`config.mk`:
```
export PLATFORM = sky130hd
export DESIGN_NAME = speed_ctrl
export DESIGN_NICKNAME = d
export VERILOG_FILES = /design/src/rtl/speed_pkg.sv /design/src/rtl/ptch_hist.sv /design/src/rtl/speed_ctrl.sv
export SDC_FILE = /design/constraint.sdc
export NUM_CORES = 1
export LEC_CHECK = 0
export BUFFER_PORTS_ARGS = -buffer_cell sky130_fd_sc_hd__buf_2
export CAP_MARGIN = 30
export CORE_ASPECT_RATIO = 1.4
export CORE_UTILIZATION = 55
export CTS_BUF_LIST = sky130_fd_sc_hd__clkbuf_4 sky130_fd_sc_hd__clkbuf_8 sky130_fd_sc_hd__clkbuf_16
export DETAILED_ROUTE_END_ITERATION = 7
export MAX_ROUTING_LAYER = met4
export PLACE_DENSITY = 0.76
export SLEW_MARGIN = 20
export SYNTH_ARGS = -nofsm -noshare
export SYNTH_HDL_FRONTEND = slang
export SYNTH_SLANG_ARGS = --single-unit
```
`constraint.sdc`:
```
create_clock -name clk -period 7.85 [get_ports clk]
set_input_delay 1.9625 -clock clk [delete_from_list [all_inputs] [get_ports clk]]
set_output_delay 1.9625 -clock clk [all_outputs]
set_load 0.1 [all_outputs]
```
`src/rtl/speed_pkg.sv`:
```
// Shared definitions for the forward-speed pipeline: FSM states and default tuning constants.
package speed_pkg;

   typedef enum logic [1:0] {
      IDLE = 2'd0,
      FILL = 2'd1,
      RUN  = 2'd2
   } state_t;

   localparam int DEF_MIN_RUN_SPEED = 512;
   localparam int DEF_TOO_FAST      = 1536;
   localparam int DEF_D_GAIN        = 9;
   localparam int DEF_D_DEPTH       = 4;

endpackage

```
`src/rtl/ptch_hist.sv`:
```
// Pitch-error history buffer with fill counter and saturated derivative difference.
module ptch_hist
   import speed_pkg::*;
#(
   parameter int ERR_W   = 10,
   parameter int DIFF_W  = 6,
   parameter int D_DEPTH = DEF_D_DEPTH
) (
   input  logic              clk,
   input  logic              rst,
   input  logic              clr,
   input  logic              push,
   input  logic [ERR_W-1:0]  din,
   output logic [DIFF_W-1:0] diff_sat,
   output logic              full
);

   localparam int CNT_W = $clog2(D_DEPTH + 1);
   localparam int DW    = ERR_W + 1;
   localparam int DMAX  = 2**(DIFF_W-1) - 1;
   localparam int DMIN  = -(2**(DIFF_W-1));

   logic [ERR_W-1:0]     hist [D_DEPTH];
   logic [CNT_W-1:0]     fill_cnt;
   logic signed [DW-1:0] diff;

   always_ff @(posedge clk) begin
      if (rst || clr) begin
         for (int unsigned i = 0; i < D_DEPTH; i++) hist[i] <= '0;
         fill_cnt <= '0;
      end else if (push) begin
         hist[0] <= din;
         for (int unsigned i = 1; i < D_DEPTH; i++) hist[i] <= hist[i-1];
         if (fill_cnt != CNT_W'(D_DEPTH)) fill_cnt <= fill_cnt + CNT_W'(1);
      end
   end

   // Asserted for the push that completes the fill, so the FSM can leave FILL on that same edge.
   assign full = push && (fill_cnt == CNT_W'(D_DEPTH - 1));

   always_comb begin
      diff = $signed({din[ERR_W-1], din}) -
             $signed({hist[D_DEPTH-1][ERR_W-1], hist[D_DEPTH-1]});
      if (diff > DW'(DMAX))
         diff_sat = DIFF_W'(DMAX);
      else if (diff < DW'(DMIN))
         diff_sat = DIFF_W'(DMIN);
      else
         diff_sat = diff[DIFF_W-1:0];
   end

endmodule

```
`src/rtl/speed_ctrl.sv`:
```
// Two-stage forward-speed command: pitch P/D terms, thrust offset, saturation and over-speed flag.
module speed_ctrl
   import speed_pkg::*;
#(
   parameter int ERR_W         = 10,
   parameter int DIFF_W        = 6,
   parameter int THR_W         = 9,
   parameter int OUT_W         = 13,
   parameter int D_DEPTH       = DEF_D_DEPTH,
   parameter int D_GAIN        = DEF_D_GAIN,
   parameter int MIN_RUN_SPEED = DEF_MIN_RUN_SPEED,
   parameter int TOO_FAST      = DEF_TOO_FAST
) (
   input  logic             clk,
   input  logic             rst,
   input  logic             en,
   input  logic             vld,
   input  logic [ERR_W-1:0] ptch_err_sat,
   input  logic [THR_W-1:0] thrst,
   output logic [OUT_W-1:0] frnt_spd,
   output logic             spd_vld,
   output logic             too_fast,
   output logic             busy_fill
);

   localparam int SUM_W = OUT_W + 2;
   localparam int OMAX  = 2**(OUT_W-1) - 1;
   localparam int OMIN  = -(2**(OUT_W-1));

   state_t state, next_state;
   logic   kill, accept, hist_clr, hist_full;
   logic [DIFF_W-1:0] diff_sat;

   logic signed [ERR_W-1:0]  err_s, pterm;
   logic signed [DIFF_W-1:0] s1_dsat;
   logic signed [ERR_W-1:0]  s1_pterm;
   logic [THR_W-1:0]         s1_thrst;
   logic                     s1_vld;

   logic signed [SUM_W-1:0]  dterm_x, pterm_x, thr_x, sum_x;
   logic signed [OUT_W-1:0]  sum_sat;
   logic                     fast;

   assign kill     = rst || !en;
   assign accept   = vld && en && !rst && (state != IDLE);
   assign hist_clr = !en || (state == IDLE);

   ptch_hist #(
      .ERR_W  (ERR_W),
      .DIFF_W (DIFF_W),
      .D_DEPTH(D_DEPTH)
   ) u_hist (
      .clk     (clk),
      .rst     (rst),
      .clr     (hist_clr),
      .push    (accept),
      .din     (ptch_err_sat),
      .diff_sat(diff_sat),
      .full    (hist_full)
   );

   always_comb begin
      next_state = state;
      case (state)
         IDLE:    if (en) next_state = FILL;
         FILL:    if (accept && hist_full) next_state = RUN;
         RUN:     next_state = RUN;
         default: next_state = IDLE;
      endcase
      if (!en) next_state = IDLE;
   end

   always_ff @(posedge clk) begin
      if (rst) begin
         state     <= IDLE;
         busy_fill <= 1'b0;
      end else begin
         state     <= next_state;
         busy_fill <= (next_state == FILL);
      end
   end

   assign err_s = ptch_err_sat;
   assign pterm = (err_s >>> 1) + (err_s >>> 4);

   always_ff @(posedge clk) begin
      if (kill) begin
         s1_vld   <= 1'b0;
         s1_dsat  <= '0;
         s1_pterm <= '0;
         s1_thrst <= '0;
      end else begin
         s1_vld <= accept;
         if (accept) begin
            s1_dsat  <= (state == RUN) ? diff_sat : '0;
            s1_pterm <= pterm;
            s1_thrst <= thrst;
         end
      end
   end

   always_comb begin
      dterm_x = SUM_W'(s1_dsat) * SUM_W'(D_GAIN);
      pterm_x = SUM_W'(s1_pterm);
      thr_x   = SUM_W'(s1_thrst);
      sum_x   = SUM_W'(MIN_RUN_SPEED) + thr_x - pterm_x - dterm_x;
      if (sum_x > SUM_W'(OMAX))
         sum_sat = OUT_W'(OMAX);
      else if (sum_x < SUM_W'(OMIN))
         sum_sat = OUT_W'(OMIN);
      else
         sum_sat = sum_x[OUT_W-1:0];
      fast = (sum_sat >= OUT_W'(TOO_FAST));
   end

   always_ff @(posedge clk) begin
      if (kill) begin
         frnt_spd <= '0;
         too_fast <= 1'b0;
         spd_vld  <= 1'b0;
      end else begin
         spd_vld <= s1_vld;
         if (s1_vld) begin
            frnt_spd <= sum_sat;
            too_fast <= fast;
         end
      end
   end

endmodule
```
# Word level (Yosys, flattened, before mapping)
# Memory sizes are Yosys's and may differ from the RTL's.
# Index checks and enable logic that the tools add are counted.
# Widths: inputs -> output; s select.
[word_totals] register_bits=47 mem_count=1 ram_bits=40
[classes] reduce_logical=13 bitwise=4 n_eq_ne=5 order_cmp=5 n_addsub=6 mul=1 mux=17
[memory_table] memory="u_hist.hist" depth=4 word_bits=10 rd=4 rd_ports_with_merged_regs=0 wr=4 line_no="ptch_hist.sv:23" rtl="logic [ERR_W-1:0] hist [D_DEPTH];"
[ops] op="$mux 10" n=4
[ops] op="$mux 13" n=2
[ops] op="$mux 6" n=3
[ops] op="$gt 14x13->1 const B" n=1
[ops] op="$lt 14x13->1 const B" n=1
[ops] op="$sub 13x11->14" n=1
[ops] op="$ge 13x12->1 const B" n=1
[ops] op="$sub 12x10->13" n=1
[ops] op="$add 10x9->11 const A" n=1
[ops] op="$gt 11x6->1 const B" n=1
[ops] op="$lt 11x6->1 const B" n=1
[ops] op="$mul 6x5->11 const B" n=1
[ops] op="$sub 10x10->11" n=1
[ops] op="$add 9x6->10" n=1
[ops] op="$pmux 2 s3" n=1
[ops] op="$logic_and 1x1->1" n=5
[ops] op="$mux 1" n=5
[ops] op="$eq 2x1->1 const B" n=2
[ops] op="$mux 2" n=2
[ops] op="$or 1x1->1" n=4
[ops] op="$add 3x1->3 const B" n=1
[ops] op="$eq 3x2->1 const B" n=1
[ops] op="$logic_or 1x1->1" n=3
[ops] op="$ne 3x3->1 const B" n=1
[ops] op="other kinds (5)" n=6

# Longest topological paths before layout
# Gate-level depths: netlist of the first run.
[depth] depth_word=9 ltp_mapped=17 depth_no_buf=17

# Modules after synthesis
# From an unflattened synthesis of the first run, not the netlist that was laid out.
[hier_totals] cells_unflattened=621 hier_area_um2=5713.0
[modules_own_cells] mod="speed_ctrl" cells_each=422 n_inst=1 area_per_inst_um2=3428.3
[modules_own_cells] mod="ptch_hist" cells_each=199 n_inst=1 area_per_inst_um2=2284.7

# Worst setup path after synthesis of the first run
# No wires, ideal clock.
[synth_timing] path_kind="input port to flip-flop" start="in ptch_err_sat[0]" end="reg s1_dsat[0]" setup_ns=0.091 path_slack_ns=3.754 cell_stages=11 arrival_ns=4.005 required_ns=7.759 cell_sequence="inv_1 > ha_1 > fa_1 > nor2b_4 > o31ai_4 > a21o_1 > a211o_1 > nor4_2 > a31o_2 > a21oi_1 > a311oi_1"
[synth_between] elab_chain_len=5
[synth_rtl] item="start: declaration" line_no="speed_ctrl.sv:18" rtl="input logic [ERR_W-1:0] ptch_err_sat,"
[synth_rtl] item="$sub 10x10->11 (*)" line_no="ptch_hist.sv:42" rtl="diff = $signed({din[ERR_W-1], din}) -"
[synth_rtl] item="$lt 11x6->1" line_no="ptch_hist.sv:46" rtl="else if (diff < DW'(DMIN))"
[synth_rtl] item="$mux 6" line_no="ptch_hist.sv:46"
[synth_rtl] item="$mux 6 (*)" line_no="ptch_hist.sv:44" rtl="if (diff > DW'(DMAX))"
[synth_rtl] item="$mux 6 (*)" line_no="speed_ctrl.sv:95" rtl="s1_dsat <= (state == RUN) ? diff_sat : '0;"
[synth_rtl] item="end signal: assignment" line_no="speed_ctrl.sv:95"
[synth_rtl] item="end: declaration" line_no="speed_ctrl.sv:35" rtl="logic signed [DIFF_W-1:0] s1_dsat;"
# Every way passes the cells marked *; elsewhere a longest branch is shown, timed or not.
# A chain may end at the register's enable or synchronous reset.

# Final worst setup path of the first run
[layout_timing] start="in ptch_err_sat[0]" end="reg s1_dsat[1]"
# The elaborated chain is that of the path after synthesis.

==> results of run 1 <==
layer usage:
layer,vias up,GRT usage
li1,2057,-
met1,1895,0.232
met2,62,0.394
met3,17,0.0433
met4,0,0.0896
met5,-,-
synth_stat cells (2+ instances only):
library cell | number | area share
inv_1 | 89 | 0.061
ha_1 | 55 | 0.13
dfxtp_1 | 47 | 0.17
a21oi_1 | 46 | 0.042
edfxtp_1 | 40 | 0.22
and2_1 | 35 | 0.040
nand2_1 | 34 | 0.023
o21ai_0 | 31 | 0.028
nor2_1 | 30 | 0.021
xnor2_1 | 19 | 0.030
fa_1 | 18 | 0.066
clkbuf_1 | 14 | 0.0096
o21ai_1 | 14 | 0.013
nand3_1 | 13 | 0.012
nand2b_1 | 10 | 0.011
o31ai_1 | 10 | 0.014
nor3_1 | 7 | 0.0064
nor2b_1 | 6 | 0.0069
a21o_1 | 5 | 0.0069
a311oi_1 | 5 | 0.0080
o21a_1 | 5 | 0.0069
xor2_1 | 5 | 0.0080
o21bai_1 | 4 | 0.0055
a31oi_1 | 3 | 0.0034
buf_2 | 3 | 0.0027
nand3b_1 | 3 | 0.0041
o211ai_1 | 3 | 0.0041
a211oi_1 | 2 | 0.0027
a21boi_1 | 2 | 0.0027
buf_1 | 2 | 0.0014
nor3b_1 | 2 | 0.0027
report_power, final:
part	leakage, uW	internal, uW	switching, uW
clock network	0.000143	231	179
registers	0.000866	478	2.75
logic	0.00172	56.7	82.1
worst min-delay path, delay by kind of cell (launching register included):
kind | cells | cell delay (ns)
and+or+nand+nor | 2 | 0.10
DFF | 1 | 0.31
cell families after synthesis:
| logic type | synth area share |
|---|---|
| and+or+nand+nor | 0.141 |
| AOI/OAI and AO/OA | 0.160 |
| buffers and inverters | 0.0755 |
| DFF | 0.392 |
| adders and majority gates | 0.192 |
| xor gates and xnor gates | 0.0384 |
| muxes | 0.00183 |
sequential cells by signal, summed over array words and instances (netlist names):
signal,cells
busy_fill,1
frnt_spd,13
s1_dsat,6
s1_pterm,10
s1_thrst,9
s1_vld,1
spd_vld,1
state,2
too_fast,1
u_hist.fill_cnt,3
u_hist.hist,40
worst max path at each step:
stage / from / to / cells past startpoint
final: ptch_err_sat[0] / s1_dsat[1]$_SDFFE_PP0P_ / 12
after global routing: s1_thrst[2]$_SDFFE_PP0P_ / too_fast$_SDFFE_PP0P_ / 17
after CTS: ptch_err_sat[0] / s1_dsat[1]$_SDFFE_PP0P_ / 12
after detailed placement: ptch_err_sat[0] / s1_dsat[0]$_SDFFE_PP0P_ / 12
after global placement: ptch_err_sat[0] / s1_dsat[0]$_SDFFE_PP0P_ / 12
after floorplan: ptch_err_sat[0] / s1_dsat[0]$_SDFFE_PP0P_ / 11
cell type report:
cell class | instances | area share
clock inverter | 5 | 0.00513
multi-input combinational | 390 | 0.478
inverter | 90 | 0.0554
timing repair buffer | 44 | 0.0418
clock buffer | 11 | 0.0414
sequential | 87 | 0.351
tap | 132 | 0.0271
per-stage QoR:
| stage | utilization | power (uW) | cell area, um2 | hold WS, ns | std cells |
|---|---|---|---|---|---|
| 2_1_floorplan | - | 597 | 5470 | 0.436 | 586 |
| 3_3_place_gp | 0.605 | 624 | 5780 | 0.445 | 741 |
| 3_5_place_dp | 0.605 | 627 | 5780 | 0.451 | 741 |
| 4_1_cts | 0.634 | 1040 | 6070 | 0.460 | 757 |
| 5_1_grt | 0.638 | 1070 | 6100 | 0.480 | 759 |
| 6_report | 0.638 | 1030 | 6100 | 0.458 | 759 |
==> impl_metrics.csv, run 1 <==
group,metric,value,unit
synth,syn-instance-count,586,
layout,syn_to_final_growth,11.6,%
grt,grt_pass1_wl,16.9,mm
setup_path,timing.rr.start,"s1_thrst[2]$_SDFFE_PP0P_",
cts,clk_pin_slew,0.06,ns
synth,async_reset_ff_frac,0,
synth,synth_top_flop_cell,"dfxtp_1",
die,core,9560,um2
setup_path,cpPeakStageDelay,0.44,ns
synth,synth_nets,682,
setup_path,reg2reg_slack,3.86,ns
cts,cts_tree,"done",
detailed_routing,via_count,4031,
timing,slew_viol_final,0,
placed_design,gp_congestion,0.882,
setup_path,slowest_stage,"fa_1",
layout,antenna_cells,0,
placed_design,dp_hpwl,7.37,mm
timing,fmax,0.247,GHz
setup_path,cp_num_buf_inv,2,
setup_path,cp.required,8.10,ns
setup_path,reg2regPathDepth,17,
grt,antenna_found_initial,0,
detailed_routing,first_pass_iters,4,
cts,clock_latency,0.34,ns
detailed_routing,wire_per_inst,13.2,um
cts,post_cts.repair.setup_buffers,0,
timing,max_slew.worst_pin.slew,0.544,ns
hold_path,min_from,"s1_pterm[0]$_SDFFE_PP0P_",
timing,final.setup.tns,0,ns
layout,fillers,807,
die,ios,39,
setup_path,r2r_end,"frnt_spd[9]$_SDFFE_PP0P_",
synth,syn_area,5470,um2
setup_path,startpoint_type,"input pin",
cts,htreeDepth,3,
cts,cts_buffer_depth,2,
timing,period_share,0.515,
outcome,status,"completed",
synth,yosysUniqueCellTypes,55,
grt,grt_usage,0.219,
cts,cts_resized,0,
setup_path,cp_top_family,"compound AO/OA/AOI/OAI gates",
die,rows,42,
setup_path,crit_fanout,5,
placed_design,numPortBuffers,38,
die,die_x,86.3,um
detailed_routing,vias_per_cell,5.31,
setup_path,critical_path_class,"input pin to flip-flop",
layout,seq_area,2140,um2
detailed_routing,route.met3.wl,311,um
grt,grt-ovfl-total,0,
power,powerDensity,169,nW/um2
cts,clockRootBuffer,"clkbuf_16",
detailed_routing,wl_met1,4.20,mm
die,die_y,120,um
detailed_routing,ant_nets,0,
detailed_routing,route.detailed.drc,0,
layout,drive_gt1_frac,0.112,
setup_path,crit_chain,"buf_2 -> inv_1 -> ha_1 -> fa_1 -> nor2b_4 -> o31ai_4 -> a21o_1 -> a211o_1 -> nor4_2 -> a31o_2 -> a21oi_1 -> a311oi_1",
synth,yosysWarnings,0,
die,dieArea,10400,um2
timing,skew,0.00429,ns
layout,mostFrequentLayoutCell,"inv_1",
cts,hold_buffers,0,
synth,synth_seq_area_share,0.392,
power,leakage,0.00273,uW
hold_path,holdPathStages,2,
synth,synth_seq_cells,87,
timing,slew-limit-headroom,0.633,
setup_path,critPathArrivalTime,4.29,ns
die,start_util,0.572,
cts,cts-buffers-inserted,9,
timing,finalHoldViolCount,0,
timing,layout_setup_ws,3.81,ns
detailed_routing,wl,10.0,mm
grt,grt_max_degree,45,
cts,clock_sinks,87,
layout,multi_input_area,2920,um2
hold_path,min_to,"s1_pterm[0]$_SDFFE_PP0P_",
timing,setup_violations,0,
timing,rsz0062_at_grt,"no",
timing,min_period,4.04,ns
placed_design,pre_cts_slack,3.45,ns
grt,first_global_vias,3855,
detailed_routing,dr.first_iter.drc_count,123,
synth,synth_area_per_cell,9.33,um2
hold_path,min_path_type,"flip-flop to flip-flop",
layout,nNetsFinal,718,
detailed_routing,wl_met2,5.29,mm
job,maxCapViolations,0,
setup_path,cp-end-kind,"flip-flop",
power,peakVddDrop,0.168,mV
layout,final_cell_mix,"inv_1 (89), ha_1 (55), dfxtp_1 (47), a21oi_1 (46), edfxtp_1 (40)",
synth,synth-edff-count,40,
detailed_routing,top_layer_used,"met4",
Note: power is estimated with default switching activity, not from simulation.
==> run 2: changes to the inputs <==
--- a/config.mk
+++ b/config.mk
@@ -5,6 +5,7 @@
 export SDC_FILE = /design/constraint.sdc
 export NUM_CORES = 1
 export LEC_CHECK = 0
+export ABC_AREA = 1
 export BUFFER_PORTS_ARGS = -buffer_cell sky130_fd_sc_hd__buf_2
 export CAP_MARGIN = 30
 export CORE_ASPECT_RATIO = 1.4
@@ -12,7 +13,7 @@
 export CTS_BUF_LIST = sky130_fd_sc_hd__clkbuf_4 sky130_fd_sc_hd__clkbuf_8 sky130_fd_sc_hd__clkbuf_16
 export DETAILED_ROUTE_END_ITERATION = 7
 export MAX_ROUTING_LAYER = met4
-export PLACE_DENSITY = 0.76
+export PLACE_DENSITY = 0.78
 export SLEW_MARGIN = 20
 export SYNTH_ARGS = -nofsm -noshare
 export SYNTH_HDL_FRONTEND = slang
==> constraint.sdc (replaced) <==
create_clock -name clk -period 3.5 [get_ports clk]
set_input_delay 0.875 -clock clk [delete_from_list [all_inputs] [get_ports clk]]
set_output_delay 0.875 -clock clk [all_outputs]
set_load 0.1 [all_outputs]
==> impl_metrics.csv, run 2 <==
group,metric,value,unit
detailed_routing,wl,12.2,mm
setup_path,startpoint_type,"flip-flop",
grt,grt_pass1_wl,19.1,mm
timing,final.setup.tns,0,ns
detailed_routing,vias_per_cell,5.05,
setup_path,slowest_stage,"fa_1",
synth,synth_area_leaders,"edfxtp_1 (21%), dfxtp_1 (16%), ha_1 (12%), inv_1 (11%), nand2_1 (10%)",
placed_design,numPortBuffers,38,
placed_design,gp_congestion,0.905,
timing,max_slew.worst_pin.slew,0.493,ns
layout,final_cell_mix,"inv_1 (173), nand2_1 (146), nor2_1 (66), ha_1 (46), a21oi_1 (45)",
timing,finalHoldViolCount,0,
timing,skew,0.00915,ns
layout,drive_gt1_frac,0.160,
synth,yosysWarnings,0,
cts,clockRootBuffer,"clkbuf_16",
detailed_routing,ant_nets,0,
layout,top_regs,"u_hist.hist (40), frnt_spd (13), s1_pterm (10)",
hold_path,min_path_type,"flip-flop to flip-flop",
cts,htreeDepth,3,
setup_path,timing.rr.start,"s1_dsat[5]$_SDFFE_PP0P_",
cts,clk_pin_slew,0.07,ns
cts,cts_tree,"done",
synth,synth-edff-count,40,
setup_path,crit_chain,"ha_1 -> inv_1 -> fa_1 -> inv_1 -> fa_1 -> inv_1 -> ha_4 -> a21oi_2 -> nand2_1 -> a21oi_2 -> buf_4 -> nand3_1 -> nand3_2 -> buf_4 -> nand2_1 -> a21oi_1",
power,peakVddDrop,0.425,mV
die,dieArea,10900,um2
synth,syn_area,5740,um2
synth,synth_most_common_cell,"inv_1",
synth,synth_top_flop_cell,"dfxtp_1",
hold_path,min_from,"too_fast$_SDFFE_PP0P_",
synth,netlist.area_leader.share,0.209,
synth,synth_nets,833,
cts,cts-buffers-inserted,9,
cts,clock_latency,0.34,ns
synth,yosysUniqueCellTypes,34,
outcome,status,"completed",
layout,nNetsFinal,883,
setup_path,cp.required,3.77,ns
detailed_routing,first_pass_iters,4,
die,start_util,0.574,
timing,min_period,3.46,ns
setup_path,cp_top_family,"adder cells",
grt,grt-ovfl-total,0,
power,leakage,0.00315,uW
setup_path,cp-end-kind,"flip-flop",
timing,slew-limit-headroom,0.671,
die,die_x,88.4,um
setup_path,worst_path_most_repeated_cell,"inv_1",
synth,synthTopCellsByCount,"inv_1 (174), nand2_1 (155), nor2_1 (71)",
setup_path,cp_num_buf_inv,5,
synth,synth_top_area_cell,"edfxtp_1",
setup_path,critical_path_class,"flip-flop to flip-flop",
die,core,10000,um2
power,powerDensity,365,nW/um2
die,rows,43,
cts,cts_buffer_depth,2,
grt,grt_usage,0.235,
cts,clock_sinks,87,
layout,antenna_cells,0,
setup_path,critPathArrivalTime,3.73,ns
job,maxCapViolations,0,
placed_design,dp_hpwl,8.85,mm
detailed_routing,dr.first_iter.drc_count,195,
layout,layoutNonFillerInstCount,927,
timing,slew_viol_final,0,
synth,syn-instance-count,737,
timing,layout_setup_ws,0.0381,ns
layout,largest_register,"u_hist.hist",
setup_path,cpPeakStageDelay,0.53,ns
detailed_routing,route.detailed.drc,0,
die,die_y,123,um
detailed_routing,wire_per_inst,13.1,um
layout,largest_reg_flops,40,
grt,antenna_found_initial,0,
die,ios,39,
timing,period_share,0.989,
placed_design,pre_cts_slack,-0.125,ns
synth,synth_seq_cells,87,
layout,final_util,0.668,
placed_design,place_inst,905,
layout,mostFrequentLayoutCell,"inv_1",
synth,synth_area_per_cell,7.79,um2
timing,whs,0.462,ns
grt,grt_max_degree,41,
synth,synth_seq_area_share,0.373,
synth,async_reset_ff_frac,0,
layout,syn_to_final_growth,16.4,%
detailed_routing,via_count,4681,
setup_path,crit_fanout,6,
setup_path,crit_start,"s1_dsat[5]$_SDFFE_PP0P_",
timing,setup_violations,0,
grt,first_global_vias,4507,
cts,hold_buffers,0,
timing,fmax,0.289,GHz
## run 2: cell types whose count changed after synthesis, moves of 12 or more
| cell | delta |
|---|---|
| nor2_1 | +41 |
| nand2_1 | +121 |
| o21ai_1 | -12 |
| and2_1 | -34 |
| inv_1 | +85 |
## run 2: cell type report
| class | instances | area (um2) |
|---|---|---|
| fillers | 854 | 3320 |
| flip-flops and latches | 87 | 2150 |
| multi-input cells | 456 | 3060 |
| clock buffers | 9 | 225 |
| repair buffers | 55 | 327 |
| inverters | 178 | 668 |
| clock inverters | 7 | 80.1 |
| well taps | 135 | 169 |
## run 2: stage by stage
| stage | cell area [um2] | power (uW) |
|---|---|---|
| after CTS | 6450 | 2410 |
| after floorplan | 5740 | 1340 |
| after global routing | 6680 | 2540 |
| after global placement | 6110 | 1420 |
| final | 6680 | 2440 |
| after detailed placement | 6110 | 1430 |
## run 2: what timing repair did
item                                    in CTS  in global routing
endpoints found under the hold margin        0                  0
gates resized for setup                      8                 43
endpoints found under the setup margin      13                 14
buffers inserted                             0                  4
pin swaps                                    0                 11
gates cloned                                 0                  2
## run 2: final timing paths
path / to / slack, ns / cells after the start
setup / recovery: frnt_spd[9]$_SDFFE_PP0P_ / 0.04 / 16
setup reg to reg: frnt_spd[9]$_SDFFE_PP0P_ / 0.04 / 16
hold reg to reg: too_fast$_SDFFE_PP0P_ / 0.46 / 2
hold / removal: too_fast$_SDFFE_PP0P_ / 0.46 / 2
## run 2: cell families (layout without fill, tap and decap cells)
| family | count (synthesis) | in the layout | share of synthesized area |
|---|---|---|---|
| flops | 87 | 87 | 0.373 |
| fa+ha+maj | 73 | 73 | 0.183 |
| compound gates | 97 | 97 | 0.0922 |
| xor+xnor | 21 | 21 | 0.0320 |
| simple gates | 265 | 265 | 0.190 |
| buf+inv | 194 | 249 | 0.130 |
## run 2: routing by layer
metal	track usage	vias up	wire, um
met3	0.0287	39	402
li1	-	2375	-
met4	0.112	0	425
met1	0.234	2164	4680
met5	-	-	0
met2	0.443	103	6670
## run 2: worst register-to-register path, stage by stage (launching register included)
cell and delay, ns:
dfxtp_4 0.37, ha_1 0.28, inv_1 0.05, fa_1 0.53, inv_1 0.06, fa_1 0.53, inv_1 0.06, ha_4 0.25
a21oi_2 0.21, nand2_1 0.13, a21oi_2 0.20, buf_4 0.14, nand3_1 0.08, nand3_2 0.13, buf_4 0.16, nand2_1 0.06
a21oi_1 0.14
## run 2: where the power goes
group          total (uW)  switching [uW]  internal, uW
combinational         368             233           136
clock                 992             430           562
sequential           1080            6.79          1070
total                2440             670          1770
==> run 3: changes to the inputs <==
--- a/config.mk
+++ b/config.mk
@@ -12,7 +12,6 @@
 export CORE_UTILIZATION = 55
 export CTS_BUF_LIST = sky130_fd_sc_hd__clkbuf_4 sky130_fd_sc_hd__clkbuf_8 sky130_fd_sc_hd__clkbuf_16
 export DETAILED_ROUTE_END_ITERATION = 7
-export MAX_ROUTING_LAYER = met4
 export PLACE_DENSITY = 0.78
 export SLEW_MARGIN = 20
 export SYNTH_ARGS = -nofsm -noshare
==> impl_metrics.csv, run 3 (same netlist as run 2, synthesis figures left out) <==
group,metric,value,unit
grt,antenna_found_initial,0,
job,maxCapViolations,0,
grt,busiest_layer,"met2",
layout,syn_to_final_growth,16.2,%
cts,htreeDepth,3,
setup_path,cp-end-kind,"flip-flop",
cts,cts-buffers-inserted,9,
layout,largest_reg_flops,40,
die,die_x,88.4,um
setup_path,crit_fanout,6,
die,rows,43,
detailed_routing,vias_per_cell,5.10,
timing,whs,0.475,ns
cts,clockRootBuffer,"clkbuf_16",
timing,period_share,0.979,
timing,finalHoldViolCount,0,
setup_path,critPathArrivalTime,3.66,ns
detailed_routing,ant_nets,0,
die,dieArea,10900,um2
placed_design,numPortBuffers,38,
setup_path,crit_chain,"ha_1 -> inv_1 -> fa_1 -> inv_1 -> fa_1 -> inv_1 -> ha_4 -> nand2_4 -> inv_1 -> nand2_1 -> nand2_2 -> a21oi_4 -> nand2_1 -> nand2_2 -> nand2_2 -> a21oi_4 -> buf_6 -> a21oi_1",
hold_path,min_path_type,"flip-flop to flip-flop",
outcome,status,"completed",
timing,fmax,0.292,GHz
die,die_y,123,um
hold_path,min_to,"too_fast$_SDFFE_PP0P_",
cts,clock_sinks,87,
grt,met1_usage,0.228,
power,total_power,2420,uW
power,leakage,0.00314,uW
grt,grt_usage,0.221,
cts,hold_buffers,0,
layout,drive_gt1_frac,0.151,
layout,final_cell_mix,"inv_1 (173), nand2_1 (147), nor2_1 (67), ha_1 (46), a21oi_1 (45)",
layout,final_util,0.667,
detailed_routing,wire_per_inst,12.9,um
detailed_routing,route.detailed.drc,0,
layout,mostFrequentLayoutCell,"inv_1",
timing,skew,0.00875,ns
hold_path,holdPathStages,2,
grt,use_met2,0.416,
grt,grt_use_met3,0.0454,
setup_path,worst_path_most_repeated_cell,"inv_1",
setup_path,reg2reg_slack,0.07,ns
die,ios,39,
setup_path,r2r_end,"frnt_spd[6]$_SDFFE_PP0P_",
layout,fin_area,6670,um2
setup_path,timing.rr.start,"s1_dsat[5]$_SDFFE_PP0P_",
cts,cts_tree,"done",
layout,nNetsFinal,878,
setup_path,startpoint_type,"flip-flop",
detailed_routing,first_pass_iters,7,
timing,slew-limit-headroom,0.485,
setup_path,cp.required,3.73,ns
die,start_util,0.574,
timing,layout_setup_ws,0.0719,ns
grt,first_global_vias,4361,
detailed_routing,dr.first_iter.drc_count,149,
timing,setup_violations,0,
grt,grt_pass1_wl,18.4,mm
timing,max_slew.worst_pin.slew,0.771,ns
timing,slew_viol_final,0,
grt,grt-ovfl-total,0,
layout,top_regs,"u_hist.hist (40), frnt_spd (13), s1_pterm (10)",
cts,clk_pin_slew,0.07,ns
layout,antenna_cells,0,
detailed_routing,via_count,4699,
detailed_routing,wl,11.9,mm
setup_path,critical_path_class,"flip-flop to flip-flop",
setup_path,slowest_stage,"fa_1",
layout,largest_register,"u_hist.hist",
setup_path,reg2regPathDepth,18,
timing,min_period,3.43,ns
power,peakVddDrop,0.278,mV
setup_path,cpPeakStageDelay,0.54,ns
hold_path,min_from,"too_fast$_SDFFE_PP0P_",
placed_design,dp_hpwl,8.78,mm
grt,grt_max_degree,48,
cts,clock_latency,0.34,ns
placed_design,pre_cts_slack,-0.0808,ns
placed_design,post_dp_cell_area,6100,um2
placed_design,gp_congestion,0.900,
die,core,10000,um2
power,powerDensity,363,nW/um2
cts,cts_buffer_depth,2,
[run 3: changes by cell type in the layout (fill, tap and decap cells not counted), sizes merged]
cell and delta:
buf -5, clkinv -1, inv +1
[run 3: critical path, delay by kind of cell, from the launching register on]
kind                       cells  cell delay [ns]
DFF                            1             0.37
AOI/OAI and AO/OA              3             0.42
adders and majority gates      4             1.59
and+or+nand+nor                6             0.57
buffers and inverters          5             0.37
[run 3: power by group]
group	switching (uW)	leakage, uW	internal, uW
clock	422	0.000143	560
sequential	6.77	0.000869	1070
combinational	231	0.00212	135
[run 3: timing repair]
| item | in CTS | in global routing |
|---|---|---|
| endpoints found under the setup margin | 13 | 13 |
| pin swaps | 1 | 9 |
| buffers inserted | 0 | 1 |
| cloned | 0 | 1 |
| gates resized for setup | 8 | 46 |
[run 3: final cells by class]
class / instances / area, um2
clock buffer: 9 / 225
clock inverter: 7 / 77.6
timing repair buffer: 50 / 292
sequential: 87 / 2150
fill: 818 / 3330
multi-input combinational: 456 / 3090
inverter: 178 / 668
tap: 135 / 169
[run 3: routing by layer]
metal	wire length, um	part of all wire
met5	0	0
met4	527	0.044
met3	418	0.035
met2	6440	0.54
met1	4540	0.38
[run 3: through the flow]
stage                     instances  TNS (ns)
after floorplan                 737         0
after global placement          904         0
after detailed placement        904    -0.856
after CTS                       920         0
after global routing            922    -0.456
final                           922         0
[run 3: worst max path at each step]
stage,endpoint,depth (start not counted),start
floorplan,frnt_spd[0]$_SDFFE_PP0P_,16,s1_dsat[5]$_SDFFE_PP0P_
global placement,frnt_spd[8]$_SDFFE_PP0P_,16,s1_dsat[5]$_SDFFE_PP0P_
detailed placement,frnt_spd[2]$_SDFFE_PP0P_,18,s1_dsat[5]$_SDFFE_PP0P_
CTS,frnt_spd[2]$_SDFFE_PP0P_,19,s1_thrst[2]$_SDFFE_PP0P_
global route,frnt_spd[8]$_SDFFE_PP0P_,19,s1_dsat[5]$_SDFFE_PP0P_
finish,frnt_spd[6]$_SDFFE_PP0P_,18,s1_dsat[5]$_SDFFE_PP0P_
